File: config.mk
export PLATFORM = sky130hd
export DESIGN_NAME = fetch_ctrl
export DESIGN_NICKNAME = d
export VERILOG_FILES = /design/src/rtl/fetch_pkg.sv /design/src/rtl/fetch_ctrl.sv
export SDC_FILE = /design/constraint.sdc
export NUM_CORES = 1
export LEC_CHECK = 0
export BUFFER_PORTS_ARGS = -buffer_cell sky130_fd_sc_hd__buf_2
export CORE_MARGIN = 2
export CORE_UTILIZATION = 37
export CTS_CLUSTER_DIAMETER = 30
export DETAILED_ROUTE_END_ITERATION = 6
export GPL_TIMING_DRIVEN = 0
export SYNTH_ARGS = -nofsm -noshare
export SYNTH_HDL_FRONTEND = slang
export SYNTH_SLANG_ARGS = --single-unit
File: constraint.sdc
create_clock -name clk -period 2.46 [get_ports clk]
set_input_delay 0.246 -clock clk [delete_from_list [all_inputs] [get_ports clk]]
set_output_delay 0.246 -clock clk [all_outputs]
set_load 0.02 [all_outputs]
File: src/rtl/fetch_pkg.sv
// fetch_pkg: shared types and constants for the instruction-fetch sequencer
package fetch_pkg;
   localparam int          FETCH_ADDR_W = 32;
   localparam logic [31:0] NOP_INSTR    = 32'h0000_0013;
   typedef enum logic [1:0] {IDLE, FETCH, VALID} fetch_state_e;
endpackage

File: src/rtl/fetch_ctrl.sv
// fetch_ctrl: one-at-a-time instruction fetch sequencer with redirect flush and a decode-side output buffer
//   clk, reset (async, active low)
//   redirect_valid/redirect_pc : branch redirect from execute
//   stall                      : decode back-pressure
//   out_valid/out_pc/out_instr : buffered instruction to decode
//   mem_req/mem_addr           : fetch request, address held while mem_req=1
//   mem_ready/mem_rdata        : memory response (may coincide with the first request cycle)
module fetch_ctrl
   import fetch_pkg::*;
#(
   parameter logic [FETCH_ADDR_W-1:0] RESET_PC = 32'h0000_0000
) (
   input  logic                    clk,
   input  logic                    reset,
   input  logic                    redirect_valid,
   input  logic [FETCH_ADDR_W-1:0] redirect_pc,
   input  logic                    stall,
   output logic                    out_valid,
   output logic [FETCH_ADDR_W-1:0] out_pc,
   output logic [31:0]             out_instr,
   output logic                    mem_req,
   output logic [FETCH_ADDR_W-1:0] mem_addr,
   input  logic                    mem_ready,
   input  logic [31:0]             mem_rdata
);
   fetch_state_e            state;
   logic [FETCH_ADDR_W-1:0] pc;
   logic [FETCH_ADDR_W-1:0] pend_pc;
   logic                    flush_pend;
   logic                    accept;
   // a response is kept only if no redirect arrived during or alongside the request
   assign accept   = state == FETCH && mem_ready && !redirect_valid && !flush_pend;
   assign mem_req  = state == FETCH;
   assign mem_addr = pc;
   always_ff @(posedge clk or negedge reset)
      if (!reset) begin
         state      <= IDLE;
         pc         <= RESET_PC;
         flush_pend <= 1'b0;
         pend_pc    <= '0;
      end else
         case (state)
            IDLE: state <= FETCH;
            FETCH:
               if (mem_ready) begin
                  flush_pend <= 1'b0;
                  if (redirect_valid) pc <= redirect_pc;
                  else if (flush_pend) pc <= pend_pc;
                  else begin
                     pc    <= pc + 32'd4;
                     state <= VALID;
                  end
               end else if (redirect_valid) begin
                  // request stays outstanding; remember the newest target for after the response
                  flush_pend <= 1'b1;
                  pend_pc    <= redirect_pc;
               end
            VALID:
               if (redirect_valid) begin
                  pc    <= redirect_pc;
                  state <= FETCH;
               end else if (!stall) state <= FETCH;
            default: state <= IDLE;
         endcase
   always_ff @(posedge clk or negedge reset)
      if (!reset) begin
         out_valid <= 1'b0;
         out_pc    <= RESET_PC;
         out_instr <= NOP_INSTR;
      end else if (accept) begin
         out_valid <= 1'b1;
         out_pc    <= pc;
         out_instr <= mem_rdata;
      end else if (state == VALID && (redirect_valid || !stall))
         out_valid <= 1'b0;
endmodule

* Yosys cells after proc, flatten, opt, wreduce, memory -nomap -nowiden
Cells that the tools add are included.
** Operators by class
- Add/sub/neg operators :: 1
- $mul :: 0
- Div/mod/pow operators :: 0
- Magnitude comparators :: 0
- Equal/unequal tests :: 7
- Shift-type cells :: 0
- Muxes and demuxes :: 15
- Bitwise logic cells :: 1
- Reductions and logical operators :: 16
** Operators by type and width (count)
- two-way mux 32 bit :: 4
- case mux 32 bit (2 select lines) :: 1
- adder 32 x 3 -> 32 bit, second input constant :: 1
- two-way mux 2 bit :: 5
- != test 2 bit, second input constant :: 3
- case mux 2 bit (3 select lines) :: 1
- AND reduction 3 bit :: 2
- nonzero test 2 bit :: 3
- logical AND 1 bit :: 4
- two-way mux 1 bit :: 4
- AND reduction 4 bit :: 1
- logical NOT 1 bit :: 3
- != test 3 bit, second input constant :: 1
- equality test 2 x 1 -> 1 bit, second input constant :: 1
- equality test 2 bit, second input constant :: 1
- logical NOT 2 bit :: 1
- != test 2 x 1 -> 1 bit, second input constant :: 1
- AND reduction 2 bit :: 1
- logical OR 1 bit :: 1
- inverter 1 bit :: 1
** Storage, ports and cells
- Bits in registers :: 132
- Latch bits :: 0
- Memory bits (writable) :: 0
- Bits in read-only memories :: 0
- Bits of input ports :: 69
- Output and inout port bits :: 98
- Logic and storage cells :: 47
- Memories kept :: 0

* Depth between registers and ports, before layout
Gate-level depths: netlist (run 1).
- Word-level depth :: 5
- Gate-level depth with buffers :: 8

* Least setup slack after synthesis (run 1)
Ideal clock, no wire load.
- Kind :: reg-to-reg
- From :: register pc[2], in the netlist mem_addr[2]
- To :: register pc[28], in the netlist mem_addr[28]
- Library setup time :: 126 ps
- Data arrival time :: 2036 ps
- Path slack :: 298 ps
- Stages on the path, launching flop included :: 8
- Path buffers :: 1
- Cells stage by stage :: dfrtp_1 ha_1 and4_1 buf_4 nand4_4 or3b_1 o21ba_1 o32a_1
** Between the ends
- Longest elaborated chain between the ends :: 5
** Ends and longest elaborated chain
- from (decl) :: line fetch_ctrl.sv:27 : logic [FETCH_ADDR_W-1:0] pc;
- from (signal assigned) :: line fetch_ctrl.sv:47 : if (redirect_valid) pc <= redirect_pc;
- from (signal assigned) :: line fetch_ctrl.sv:48 : else if (flush_pend) pc <= pend_pc;
- from (signal assigned) :: line fetch_ctrl.sv:50 : pc <= pc + 32'd4;
- adder 32 x 3 -> 32 bit :: line fetch_ctrl.sv:50
- two-way mux 32 bit :: line fetch_ctrl.sv:48
- two-way mux 32 bit :: line fetch_ctrl.sv:47
- two-way mux 32 bit :: line fetch_ctrl.sv:45 : if (mem_ready) begin
- case mux 32 bit (2 select lines) :: line fetch_ctrl.sv:42 : case (state)
Every way passes these cells. The select of a mux whose other input is x is not followed.
A chain may end at the register's enable or synchronous reset.

* Worst setup path in the final report (run 1)
- From :: register flush_pend
- To :: register pc[16], in the netlist mem_addr[16]
** Between the ends
- Longest elaborated chain between the ends :: 4
** Ends and longest elaborated chain
- from (decl) :: line fetch_ctrl.sv:29 : logic flush_pend;
- from (signal assigned) :: line fetch_ctrl.sv:39 : flush_pend <= 1'b0;
- from (signal assigned) :: line fetch_ctrl.sv:46 : flush_pend <= 1'b0;
- from (signal assigned) :: line fetch_ctrl.sv:55 : flush_pend <= 1'b1;
- two-way mux 32 bit :: line fetch_ctrl.sv:48
- two-way mux 32 bit :: line fetch_ctrl.sv:47
- two-way mux 32 bit :: line fetch_ctrl.sv:45
- case mux 32 bit (2 select lines) :: line fetch_ctrl.sv:42
Every way passes these cells. The select of a mux whose other input is x is not followed.

==> results_dict.tcl, run 1 <==
set metrics [dict create \
    fin_crit_ns 2.34 \
    syn_nets 615 \
    syn_inst 541 \
    synthMostInstantiatedCell "dfrtp_1" \
    skew_ns 0.00951 \
    gr-usage-met1 0.265 \
    start_util 0.376 \
    timing.rr.end "mem_addr[16]$_DFFE_PN0P_" \
    stdcell_count 959 \
    yosysWarnings 0 \
    first_pass_iters 5 \
    busiest_layer "met2" \
    critPathKind "flop to flop" \
    arrival_ns 2.66 \
    drt-initial-drc-count 471 \
    viasPerCell 5.29 \
    cts-buffers-inserted 17 \
    synth_area_leader_cell "dfrtp_1" \
    fin_crit_sh 0.952 \
    drv_slew 0 \
    cts_root_buf "clkbuf_16" \
    gp_congestion 0.861 \
    drc 0 \
    use_met2 0.334 \
    fmax_mhz 427 \
    antenna_found_initial 1 \
    endpoint_kind "flop" \
    fin_nets 800 \
    p_leak_nw 3.70 \
    timing.final.ws_setup_ns 0.118 \
    relSlewSlack 0.499 \
    post-place-ws_ns -0.0298 \
    diodes 0 \
    powerDensity_nw_per_um2 1490 \
    hold_violations 0 \
    wl_per_cell_um 18.6 \
    io_pins 167 \
    place_inst 927 \
    ys_ff_latch 132 \
    synthFlopType "dfrtp_1" \
    cts.sinks 132 \
    start_kind "flop" \
    drive_gt1_frac 0.429 \
    total_power_w 0.0119 \
    clkTransAtPathRegs_ns 0.06 \
    hold_ws_ns 0.0596 \
    holdCritPathClass "input port to flop" \
    clock_latency_ns 0.42 \
    dpl.hpwl_um 12600 \
    die_h_um 133 \
    die_x_um 133 \
    rsz0062_at_grt "no" \
    finalSetupViolations 0 \
    grt_usage 0.206 \
    antenna_left 0 \
    grt_max_degree 73 \
    grt-ovfl-total 0 \
    fp-row-count 47 \
    async_reset_ff_frac 1.00 \
    wl_um 17800 \
    postSynthAreaPerCell_um2 11.4 \
    syn_area_um2 6190 \
    synth_edf_count 0 \
    startpoint "flush_pend$_DFFE_PN0P_" \
    grt_pass1_wl_um 28300 \
    synth.distinct_cells 49 \
    rr_worst_depth 5 \
    ir_drop_mv 0.690 \
    worst_pin_slew_ns 0.752 \
    grt_pass1_vias 5261 \
    core_area_um2 16500 \
    gr-usage-met3 0.0548 \
    cts_buffer_depth 2 \
    cap_violations 0 \
    crit_fanout 10 \
    die_area_um2 17800 \
    io_buffers 165 \
    utilization 0.485 \
    ys_seq_area_frac 0.534 \
    via_count 5074 \
    yosys-top-cells-area "dfrtp_1 52%, mux2_2 17%, o21ai_0 3.2%, a21oi_1 2.7%, and3_1 2.3%" \
    r2r_slack_ns 0.12 \
    cp-endpoint "mem_addr[16]$_DFFE_PN0P_" \
    synth_commonest_cells "129 x dfrtp_1, 96 x mux2_2, 39 x o21ai_0" \
    cts_setup_buffers 0 \
    cts-htree-levels 4 \
    status "completed" \
    cts_tree "done" \
    r2r-start "flush_pend$_DFFE_PN0P_" \
    area_growth_pct 28.9 \
    yosysTopAreaCellShare 0.521 \
    cp.required_ns 2.78 \
]
[state kept, by name, indices dropped and copies added, names as in the netlist]
| register | cells |
|---|---|
| flush_pend | 1 |
| mem_addr | 32 |
| out_instr | 32 |
| out_pc | 32 |
| out_valid | 1 |
| pend_pc | 32 |
| state | 2 |
[layer usage]
layer  vias up  share of wire
met4         0          0.024
met1      2482           0.44
li1       2352              -
met2       204           0.47
met3        36          0.072
met5         -              0
[power by group]
part	switching (W)	internal [W]	total, W
Clock	0.000971	0.00178	0.00275
Sequential	0.000847	0.00327	0.00412
Combinational	0.00302	0.00201	0.00503
[kinds of logic after synthesis]
logic type,count (synthesis),share of synthesized area
AO/OA/AOI/OAI,107,0.106
XOR/XNOR,16,0.0226
adder cells (fa/ha/maj),5,0.0101
buffers and inverters,42,0.0279
flip-flops,132,0.534
multiplexers,98,0.178
AND/OR/NAND/NOR,141,0.122
[layout by cell type, fill, tap and decap left out, types with 5 or more instances in the layout]
master,count
ha_1,5
a21oi_1,33
clkbuf_1,22
buf_2,173
nor3_1,9
a221oi_1,8
o21ai_0,39
clkbuf_16,17
nand4_1,9
nand3_1,21
dfrtp_1,128
nor2_1,18
and3_1,22
nand2_1,35
inv_1,8
and2_1,5
mux2_2,96
xnor2_1,7
xor2_1,9
[what timing repair did]
| action | 4_1_cts | 5_1_grt |
|---|---|---|
| resized for setup | 1 | 2 |
| hold endpoints to repair | 60 | 0 |
| hold buffers | 1 | 0 |
| endpoints found under the setup margin | 11 | 11 |
[layout make-up]
type / instances / area [um2]
Fill cell: 1542 / 8480
Sequential cell: 132 / 3310
Multi-Input combinational cell: 367 / 2720
Timing Repair Buffer: 167 / 870
Clock buffer: 20 / 467
Tap cell: 220 / 275
Clock inverter: 12 / 178
Buffer: 33 / 140
Inverter: 8 / 30.0
[stage by stage]
step | instance area, um2 | setup TNS (ns)
after floorplan | 6190 | 0
after global placement | 7290 | -84.65
after detailed placement | 7330 | -0.204
after CTS | 7980 | 0
after global routing | 7980 | 0
final | 7980 | 0
[worst max-delay path: stages (launching register included)]
cell	delay [ns]
dfrtp_1	0.45
inv_1	0.09
clkbuf_1	0.46
clkbuf_1	0.54
nand2_1	0.38
o21ai_0	0.31
[worst min-delay path by stage]
stage | startpoint | endpoint | cells after the start
2_1_floorplan | reset | flush_pend$_DFFE_PN0P_ | 0
3_5_place_dp | reset | out_instr[27]$_DFFE_PN0P_ | 1
6_report | mem_rdata[3] | out_instr[3]$_DFFE_PN0P_ | 2
3_3_place_gp | pend_pc[4]$_DFFE_PN0P_ | pend_pc[4]$_DFFE_PN0P_ | 2
5_1_grt | mem_rdata[1] | out_instr[1]$_DFFE_PN1P_ | 2
4_1_cts | mem_rdata[5] | out_instr[5]$_DFFE_PN0P_ | 2
No activity file was read; power rests on OpenSTA's default activity.
==> run 2: changes to the inputs <==
==> constraint.sdc (replaced) <==
create_clock -name clk -period 2.46 [get_ports clk]
set_input_delay 0.492 -clock clk [delete_from_list [all_inputs] [get_ports clk]]
set_output_delay 0.492 -clock clk [all_outputs]
set_load 0.02 [all_outputs]
==> run 2 against run 1 <==
Net effect:
- first-iteration DRC count decreased by 10%
- sequential power about the same
- maximum frequency increased by 1.1%
- worst hold slack got worse by 0.0093 ns
- register-to-register slack improved by 0.02 ns
==> results_dict.tcl, run 2 (synthesis gave the netlist of run 1 again) <==
set metrics [dict create \
    design_area_um2 7970 \
    grt_pass1_vias 5259 \
    antenna_left 0 \
    rsz0062_at_grt "no" \
    fmax_mhz 432 \
    drc 0 \
    diodes 0 \
    endpoint_kind "flop" \
    ir_drop_mv 0.691 \
    busiest_layer "met2" \
    p_leak_nw 3.70 \
    status "completed" \
    cp.required_ns 2.78 \
    cap_violations 0 \
    area_growth_pct 28.7 \
    hold_violations 0 \
    relSlewSlack 0.497 \
    gr-usage-met3 0.0552 \
    die_area_um2 17800 \
    grt_usage 0.206 \
    worst_pin_slew_ns 0.755 \
    grt_max_degree 73 \
    first_pass_iters 4 \
    holdCritPathClass "input port to async pin" \
    regArea_um2 3310 \
    fp-row-count 47 \
    cts-htree-levels 4 \
    grt-ovfl-total 0 \
    finalSetupViolations 0 \
    clock_latency_ns 0.42 \
    fill_cells 1543 \
    cts_tree "done" \
    multi_input_area_um2 2720 \
    critPathKind "flop to flop" \
    use_met2 0.334 \
    io_buffers 165 \
    skew_ns 0.00909 \
    wl_um 17800 \
    io_pins 167 \
    cts-buffers-inserted 17 \
    gr-usage-met1 0.265 \
    place_inst 927 \
    gp_congestion 0.861 \
    rr_worst_depth 5 \
    fin_nets 799 \
    wl_per_cell_um 18.6 \
    antenna_found_initial 1 \
    drt-initial-drc-count 422 \
    fin_crit_sh 0.942 \
    cts-hold-fix-buffers 0 \
    fin_crit_ns 2.32 \
    placed_cell_area_um2 7330 \
    cts.sinks 132 \
    dpl.hpwl_um 12600 \
    fin_setup_tns_ns 0 \
    via_count 5039 \
    core_area_um2 16500 \
    die_x_um 133 \
    clkTransAtPathRegs_ns 0.06 \
    arrival_ns 2.63 \
    die_h_um 133 \
    drv_slew 0 \
    start_util 0.376 \
    crit_fanout 10 \
    final_cell_mix "173 x buf_2, 128 x dfrtp_1, 96 x mux2_2" \
    powerDensity_nw_per_um2 1490 \
    stdcell_count 958 \
    cts_buffer_depth 2 \
    cts_root_buf "clkbuf_16" \
    viasPerCell 5.26 \
    mostFrequentLayoutCell "buf_2" \
    start_kind "flop" \
    grt_pass1_wl_um 28300 \
    drive_gt1_frac 0.430 \
]
==> run 2: cell count changes in the layout (fill, tap and decap cells not counted), sizes merged <==
cell	previous run	this run
dlygate4sd3	1	0
==> run 2: final timing paths <==
check | start | endpoint | slack (ns)
max in group asynchronous | reset | mem_addr[17]$_DFFE_PN0P_ | 1.63
min in group clk | mem_rdata[30] | out_instr[30]$_DFFE_PN0P_ | 0.31
worst max register to register | flush_pend$_DFFE_PN0P_ | mem_addr[16]$_DFFE_PN0P_ | 0.14
worst max-delay path | flush_pend$_DFFE_PN0P_ | mem_addr[16]$_DFFE_PN0P_ | 0.14
worst min register to register | pend_pc[4]$_DFFE_PN0P_ | pend_pc[4]$_DFFE_PN0P_ | 0.49
worst min-delay path | reset | out_pc[2]$_DFFE_PN0P_ | 0.05
==> run 2: report_power, final <==
group / leakage [nW] / internal, W / switching, W
clock: 0.304 / 0.00178 / 0.000970
combinational: 1.79 / 0.00201 / 0.00301
sequential: 1.60 / 0.00327 / 0.000846
total: 3.70 / 0.00705 / 0.00483
==> run 2: final cells by class <==
| cell class | count | area share |
|---|---|---|
| sequential | 132 | 0.415 |
| multi-input combinational | 367 | 0.341 |
| timing repair buffer | 166 | 0.108 |
| clock buffer | 20 | 0.0585 |
| tap | 220 | 0.0345 |
| clock inverter | 12 | 0.0223 |
| buffer | 33 | 0.0176 |
| inverter | 8 | 0.00377 |
==> run 2: metrics by stage <==
stage	hold slack (ns)	worst slack [ns]	utilization	total power, W
3_5_place_dp	0.475	-0.158	0.445	0.00919
6_report	0.0502	0.143	0.484	0.0119
4_1_cts	0.0760	0.0617	0.484	0.0120
3_3_place_gp	0.461	-0.915	0.443	0.00899
5_1_grt	0.0931	0.0106	0.484	0.0126
2_1_floorplan	0.196	0.298	-	0.00730
==> run 2: repair_timing <==
item	CTS	global route
pin swaps	0	0
setup buffers	0	0
gates cloned	0	0
gates resized for setup	1	2
endpoints found under the setup margin	11	11
==> run 2: worst max-delay path, stage by stage (launching register included) <==
cell and delay, ns:
dfrtp_1 0.45, inv_1 0.09, clkbuf_1 0.45, clkbuf_1 0.53, nand2_1 0.37, o21ai_0 0.31
==> run 2: metal layers <==
layer	wire [um]	part of all wire
met1	7730	0.43
met2	8440	0.47
met3	1300	0.073
met4	347	0.019
met5	0	0
